--- config.mk ---
export PLATFORM = sky130hd
export DESIGN_NAME = gpio_bank_ctrl
export DESIGN_NICKNAME = d
export VERILOG_FILES = /design/src/rtl/gpio_bank_ctrl.sv
export SDC_FILE = /design/constraint.sdc
export NUM_CORES = 1
export LEC_CHECK = 0
export ABC_CLOCK_PERIOD_IN_PS = 3000
export CAP_MARGIN = 5
export CORE_ASPECT_RATIO = 1.1
export CORE_MARGIN = 2
export CORE_UTILIZATION = 60
export CTS_BUF_LIST = sky130_fd_sc_hd__clkbuf_8 sky130_fd_sc_hd__clkbuf_16
export CTS_CLUSTER_SIZE = 20
export DETAILED_ROUTE_END_ITERATION = 16
export PLACE_DENSITY = 0.84
export SLEW_MARGIN = 20
export SYNTH_ARGS = -nofsm -noshare
export SYNTH_HDL_FRONTEND = slang
export SYNTH_SLANG_ARGS = --single-unit
--- constraint.sdc ---
create_clock -name clk -period 3 [get_ports clk]
set_input_delay 0.75 -clock clk [delete_from_list [all_inputs] [get_ports clk]]
set_output_delay 0.75 -clock clk [all_outputs]
set_load 0.02 [all_outputs]
--- src/rtl/gpio_bank_ctrl.sv ---
// Parametrised GPIO bank: per-port DOUT/DIR/IEN/IMODE/ISTAT registers, synchronised inputs,
// edge-detect interrupts with sticky write-1-to-clear status, and a registered 1-cycle read port.
module gpio_bank_ctrl #(
  parameter int NUM_PORTS = 3,
  parameter int WIDTH     = 8,
  parameter int ADDR_W    = 6
) (
  input  logic                       clk,
  input  logic                       reset,
  input  logic                       w_en,
  input  logic                       r_en,
  input  logic [ADDR_W-1:0]          add_reg,
  input  logic [WIDTH-1:0]           wdata,
  output logic [WIDTH-1:0]           rdata,
  output logic                       rvalid,
  input  logic [NUM_PORTS*WIDTH-1:0] gpio_in,
  output logic [NUM_PORTS*WIDTH-1:0] gpio_out,
  output logic [NUM_PORTS*WIDTH-1:0] gpio_oe,
  output logic                       irq
);

  localparam int PW = ADDR_W - 3;
  localparam int NW = NUM_PORTS * WIDTH;

  logic [PW-1:0]        w_port;
  logic [2:0]           w_reg;
  logic [NUM_PORTS-1:0] w_hit;
  logic [NW-1:0]        w_set;
  logic [NW-1:0]        w_clr;
  logic [WIDTH-1:0]     w_rsel;

  logic [NW-1:0] r_dout;
  logic [NW-1:0] r_dir;
  logic [NW-1:0] r_ien;
  logic [NW-1:0] r_imode;
  logic [NW-1:0] r_istat;
  logic [NW-1:0] r_sync1;
  logic [NW-1:0] r_sync2;
  logic [NW-1:0] r_prev;

  assign w_port   = add_reg[ADDR_W-1:3];
  assign w_reg    = add_reg[2:0];
  assign gpio_out = r_dout;
  assign gpio_oe  = r_dir;

  // A port index with no matching hit bit (>= NUM_PORTS) silently ignores writes and reads as 0.
  always_comb begin
    w_hit = '0;
    for (int p = 0; p < NUM_PORTS; p++) begin
      w_hit[p] = (w_port == PW'(p));
    end
  end

  always_comb begin
    w_clr = '0;
    for (int p = 0; p < NUM_PORTS; p++) begin
      if (w_en && w_hit[p] && (w_reg == 3'd5)) begin
        w_clr[p*WIDTH +: WIDTH] = wdata;
      end
    end
  end

  assign w_set = (~r_imode & r_sync2 & ~r_prev) | (r_imode & ~r_sync2 & r_prev);

  always_comb begin
    w_rsel = '0;
    for (int p = 0; p < NUM_PORTS; p++) begin
      if (w_hit[p]) begin
        case (w_reg)
          3'd0:    w_rsel = r_dout[p*WIDTH +: WIDTH];
          3'd1:    w_rsel = r_dir[p*WIDTH +: WIDTH];
          3'd2:    w_rsel = r_sync2[p*WIDTH +: WIDTH];
          3'd3:    w_rsel = r_ien[p*WIDTH +: WIDTH];
          3'd4:    w_rsel = r_imode[p*WIDTH +: WIDTH];
          3'd5:    w_rsel = r_istat[p*WIDTH +: WIDTH];
          default: w_rsel = '0;
        endcase
      end
    end
  end

  always_ff @(posedge clk or negedge reset) begin
    if (!reset) begin
      r_dout  <= '0;
      r_dir   <= '0;
      r_ien   <= '0;
      r_imode <= '0;
    end else begin
      for (int p = 0; p < NUM_PORTS; p++) begin
        if (w_en && w_hit[p]) begin
          case (w_reg)
            3'd0:    r_dout[p*WIDTH +: WIDTH]  <= wdata;
            3'd1:    r_dir[p*WIDTH +: WIDTH]   <= wdata;
            3'd3:    r_ien[p*WIDTH +: WIDTH]   <= wdata;
            3'd4:    r_imode[p*WIDTH +: WIDTH] <= wdata;
            default: ;
          endcase
        end
      end
    end
  end

  // A new edge in the same cycle as a W1C clear keeps the status bit set.
  always_ff @(posedge clk or negedge reset) begin
    if (!reset) begin
      r_sync1 <= '0;
      r_sync2 <= '0;
      r_prev  <= '0;
      r_istat <= '0;
      irq     <= 1'b0;
    end else begin
      r_sync1 <= gpio_in;
      r_sync2 <= r_sync1;
      r_prev  <= r_sync2;
      r_istat <= (r_istat & ~w_clr) | w_set;
      irq     <= |(r_istat & r_ien);
    end
  end

  always_ff @(posedge clk or negedge reset) begin
    if (!reset) begin
      rdata  <= '0;
      rvalid <= 1'b0;
    end else begin
      rvalid <= r_en;
      if (r_en) begin
        rdata <= w_rsel;
      end
    end
  end

endmodule

==> key figures <==
Setup path
  • R2R Path Start: r_ien[13]
  • Arrival time worst endpoint: 2.85 ns
  • Crit Path Class: in2reg
  • Critical Path Fanout Max: 12
  • Worst EP required: 3.37 ns
  • Worst Setup SP: add_reg[1]
  • CP endpoint kind: flip-flop
  • Worst Setup Start Kind: input pin

Placement
  • Placer Congestion: 0.977
  • HPWL Detailed: 16.6 mm
  • Buffers added on ports: 99

Power
  • Pleak: 4.64 nW
  • Power Total: 0.00696 W
  • VDD IR-drop max: 532 uV
  • P per Cell Area: 659 nW/um2

Clocking
  • Clk Tree Root Cell: clkbuf_16
  • Longest Clk Path Bufs: 3
  • Total CTS buffers: 20
  • Clock sink total: 202
  • Clock-pin slew on the worst setup and hold paths: 0.06 ns
  • H-tree depth: 1
  • Post-CTS sizing: 0
  • Post-CTS Setup Bufs: 0
  • Worst-skew pair later-pin latency: 0.49 ns
  • Post-CTS Hold Buffers: 0
  • CTS tree: yes

Route
  • DR vias: 6313
  • DR iter-0 viols: 642
  • Residual DRC: 0
  • Routed length per instance: 24.4 um
  • Vias/cell: 6.41
  • DRT Wirelength: 24.0 mm
  • DRT antenna net count: 0
  • Pre-Repair DR Iteration Count: 5

Timing
  • Highest clock rate: 403 MHz
  • Fin crit period: 2.48 ns
  • Sum Neg Setup Slack: 0 ns
  • Clock skew: 0.0102 ns
  • Worst Tran Pin Value: 0.867 ns
  • RSZ-0062 raised after global routing: false
  • Final setup fails: 0
  • Endpoints failing hold: 0
  • Fin crit share: 82.8%
  • Rel. slew slack: 42.0%
  • Max-slew violations: 0

GRT
  • Total GRT Usage: 32.4%
  • Largest net degree at the start of global routing: 72
  • Global-route wire length before repair: 37.5 mm
  • Number of global-route vias before repair: 6554
  • Initial antenna violation count: 0
  • Grt total ovfl: 0

Logic synthesis
  • Synthesized area: 8560 um2
  • Synthesized area per cell: 12.7 um2
  • Synth Warn #: 0
  • Post-Syn Nets: 714
  • EDFF count, synth: 0
  • Sequential element share of the synthesized area: 59.0%
  • Async SR Flop Fraction: 100%
  • Main synth FF type: dfrtp_1
  • Synth Instances: 672
  • Yosys reg bits: 202
  • Post-synthesis cell type count: 54

Die
  • Core box area: 13900 um2
  • Starting Density: 61.8%
  • Row count: 45
  • Die ar.: 15200 um2
  • Die Wd: 118 um
  • Chip height: 129 um
  • I/O pin cnt: 100

Job
  • Max Cap Viol: 0

Final layout
  • Layout cell share with drive strength beyond 1: 22.8%
  • Final #Nets: 825
  • Most common cell after layout, fill and taps aside: dfrtp_1
  • Most frequent cells in the layout: dfrtp_1, mux2_2, clkdlybuf4s50_1
  • Ant. Diodes: 0
  • Area Growth Syn to Fin: 23.5%

Run status
  • Outcome: finished clean

Worst hold path
  • Hold Path Class: in2async
[layout make-up]
type | count | area (um2)
Inverter | 3 | 11.3
Fill cell | 931 | 3280
Timing Repair Buffer | 125 | 1240
Multi-Input combinational cell | 431 | 3290
Clock buffer | 26 | 594
Sequential cell | 202 | 5050
Clock inverter | 10 | 145
Tap cell | 188 | 235
[where the power goes]
part | total, W | switching (W) | internal (W)
Combinational | 0.00102 | 0.000516 | 0.000506
Clock | 0.00276 | 0.00103 | 0.00173
Sequential | 0.00318 | 0.000217 | 0.00296
Total | 0.00696 | 0.00176 | 0.00520
[cell families after synthesis]
kind of cell           after synthesis  share of synthesized area, %
AOI/OAI and AO/OA                  114                          10.4
buffers and inverters               39                          2.53
DFF                                202                          59.0
muxes                              146                          18.6
and+or+nand+nor                    171                          9.37
[metrics by stage]
stage	utilization, %	hold WS, ns	cell area (um2)	setup slack (ns)	cells
2_1_floorplan	-	0.331	8560	0.850	672
3_3_place_gp	71.0	0.333	9840	0.0473	949
5_1_grt	76.4	0.291	10600	0.423	985
3_5_place_dp	71.0	0.335	9840	0.0489	949
6_report	76.4	0.246	10600	0.516	985
4_1_cts	76.4	0.275	10600	0.579	985
[path summary, 6_finish.rpt]
check	depth (start not counted)	to	slack, ns
worst max register to register	4	rdata[5]	1.29
worst max-delay path	5	r_istat[9]	0.52
max in group asynchronous	2	r_imode[18]	1.92
min in group clk	0	r_sync2[7]	0.34
worst min-delay path	1	gpio_out[15]	0.25
worst min register to register	0	r_sync2[7]	0.34
[critical path, stage by stage]
cell,delay (ns)
clkdlybuf4s50_1,0.60
and3b_1,0.59
and2_1,0.41
nand2_1,0.11
a221o_1,0.38
[flip-flops by register name (all words and copies together) (netlist names)]
signal	count
gpio_oe	24
rvalid	1
irq	1
r_prev	24
r_sync2	24
r_istat	24
gpio_out	24
rdata	8
r_imode	24
r_ien	24
r_sync1	24
[metal layers]
metal / global-route usage (%) / vias up / part of all wire, %
li1: - / 2676 / -
met1: 40.5 / 3270 / 39
met2: 54.5 / 287 / 49
met3: 5.99 / 80 / 6.8
met4: 17.2 / 0 / 5.2
met5: 0 / - / 0
[synthesized netlist by cell type, types with 2 or more instances]
cell type	count	area share (%)
a2bb2oi_1	4	0.41
buf_6	3	0.39
buf_4	6	0.53
a31oi_1	3	0.22
nand3_1	5	0.29
dfrtp_1	202	59
nor3b_1	3	0.26
a21oi_1	12	0.70
and2_1	3	0.22
buf_2	11	0.64
nand2b_1	3	0.22
a21o_1	3	0.26
nand2_2	3	0.22
o2bb2ai_1	4	0.41
o32a_1	3	0.35
nor2b_1	7	0.51
o31ai_1	4	0.35
nor2_1	61	2.7
a22oi_1	15	1.3
o221ai_1	6	0.61
nor3_1	6	0.35
inv_1	2	0.088
a211oi_1	2	0.18
a31o_2	2	0.20
a221o_1	21	2.5
mux2_2	107	14
mux2i_1	39	4.6
nand3b_1	7	0.61
o22ai_1	6	0.44
a222oi_1	7	0.82
nand4_1	3	0.22
clkbuf_1	15	0.66
nand2_1	61	2.7
o21ai_0	13	0.76
No activity file was read; power rests on OpenSTA's default activity.
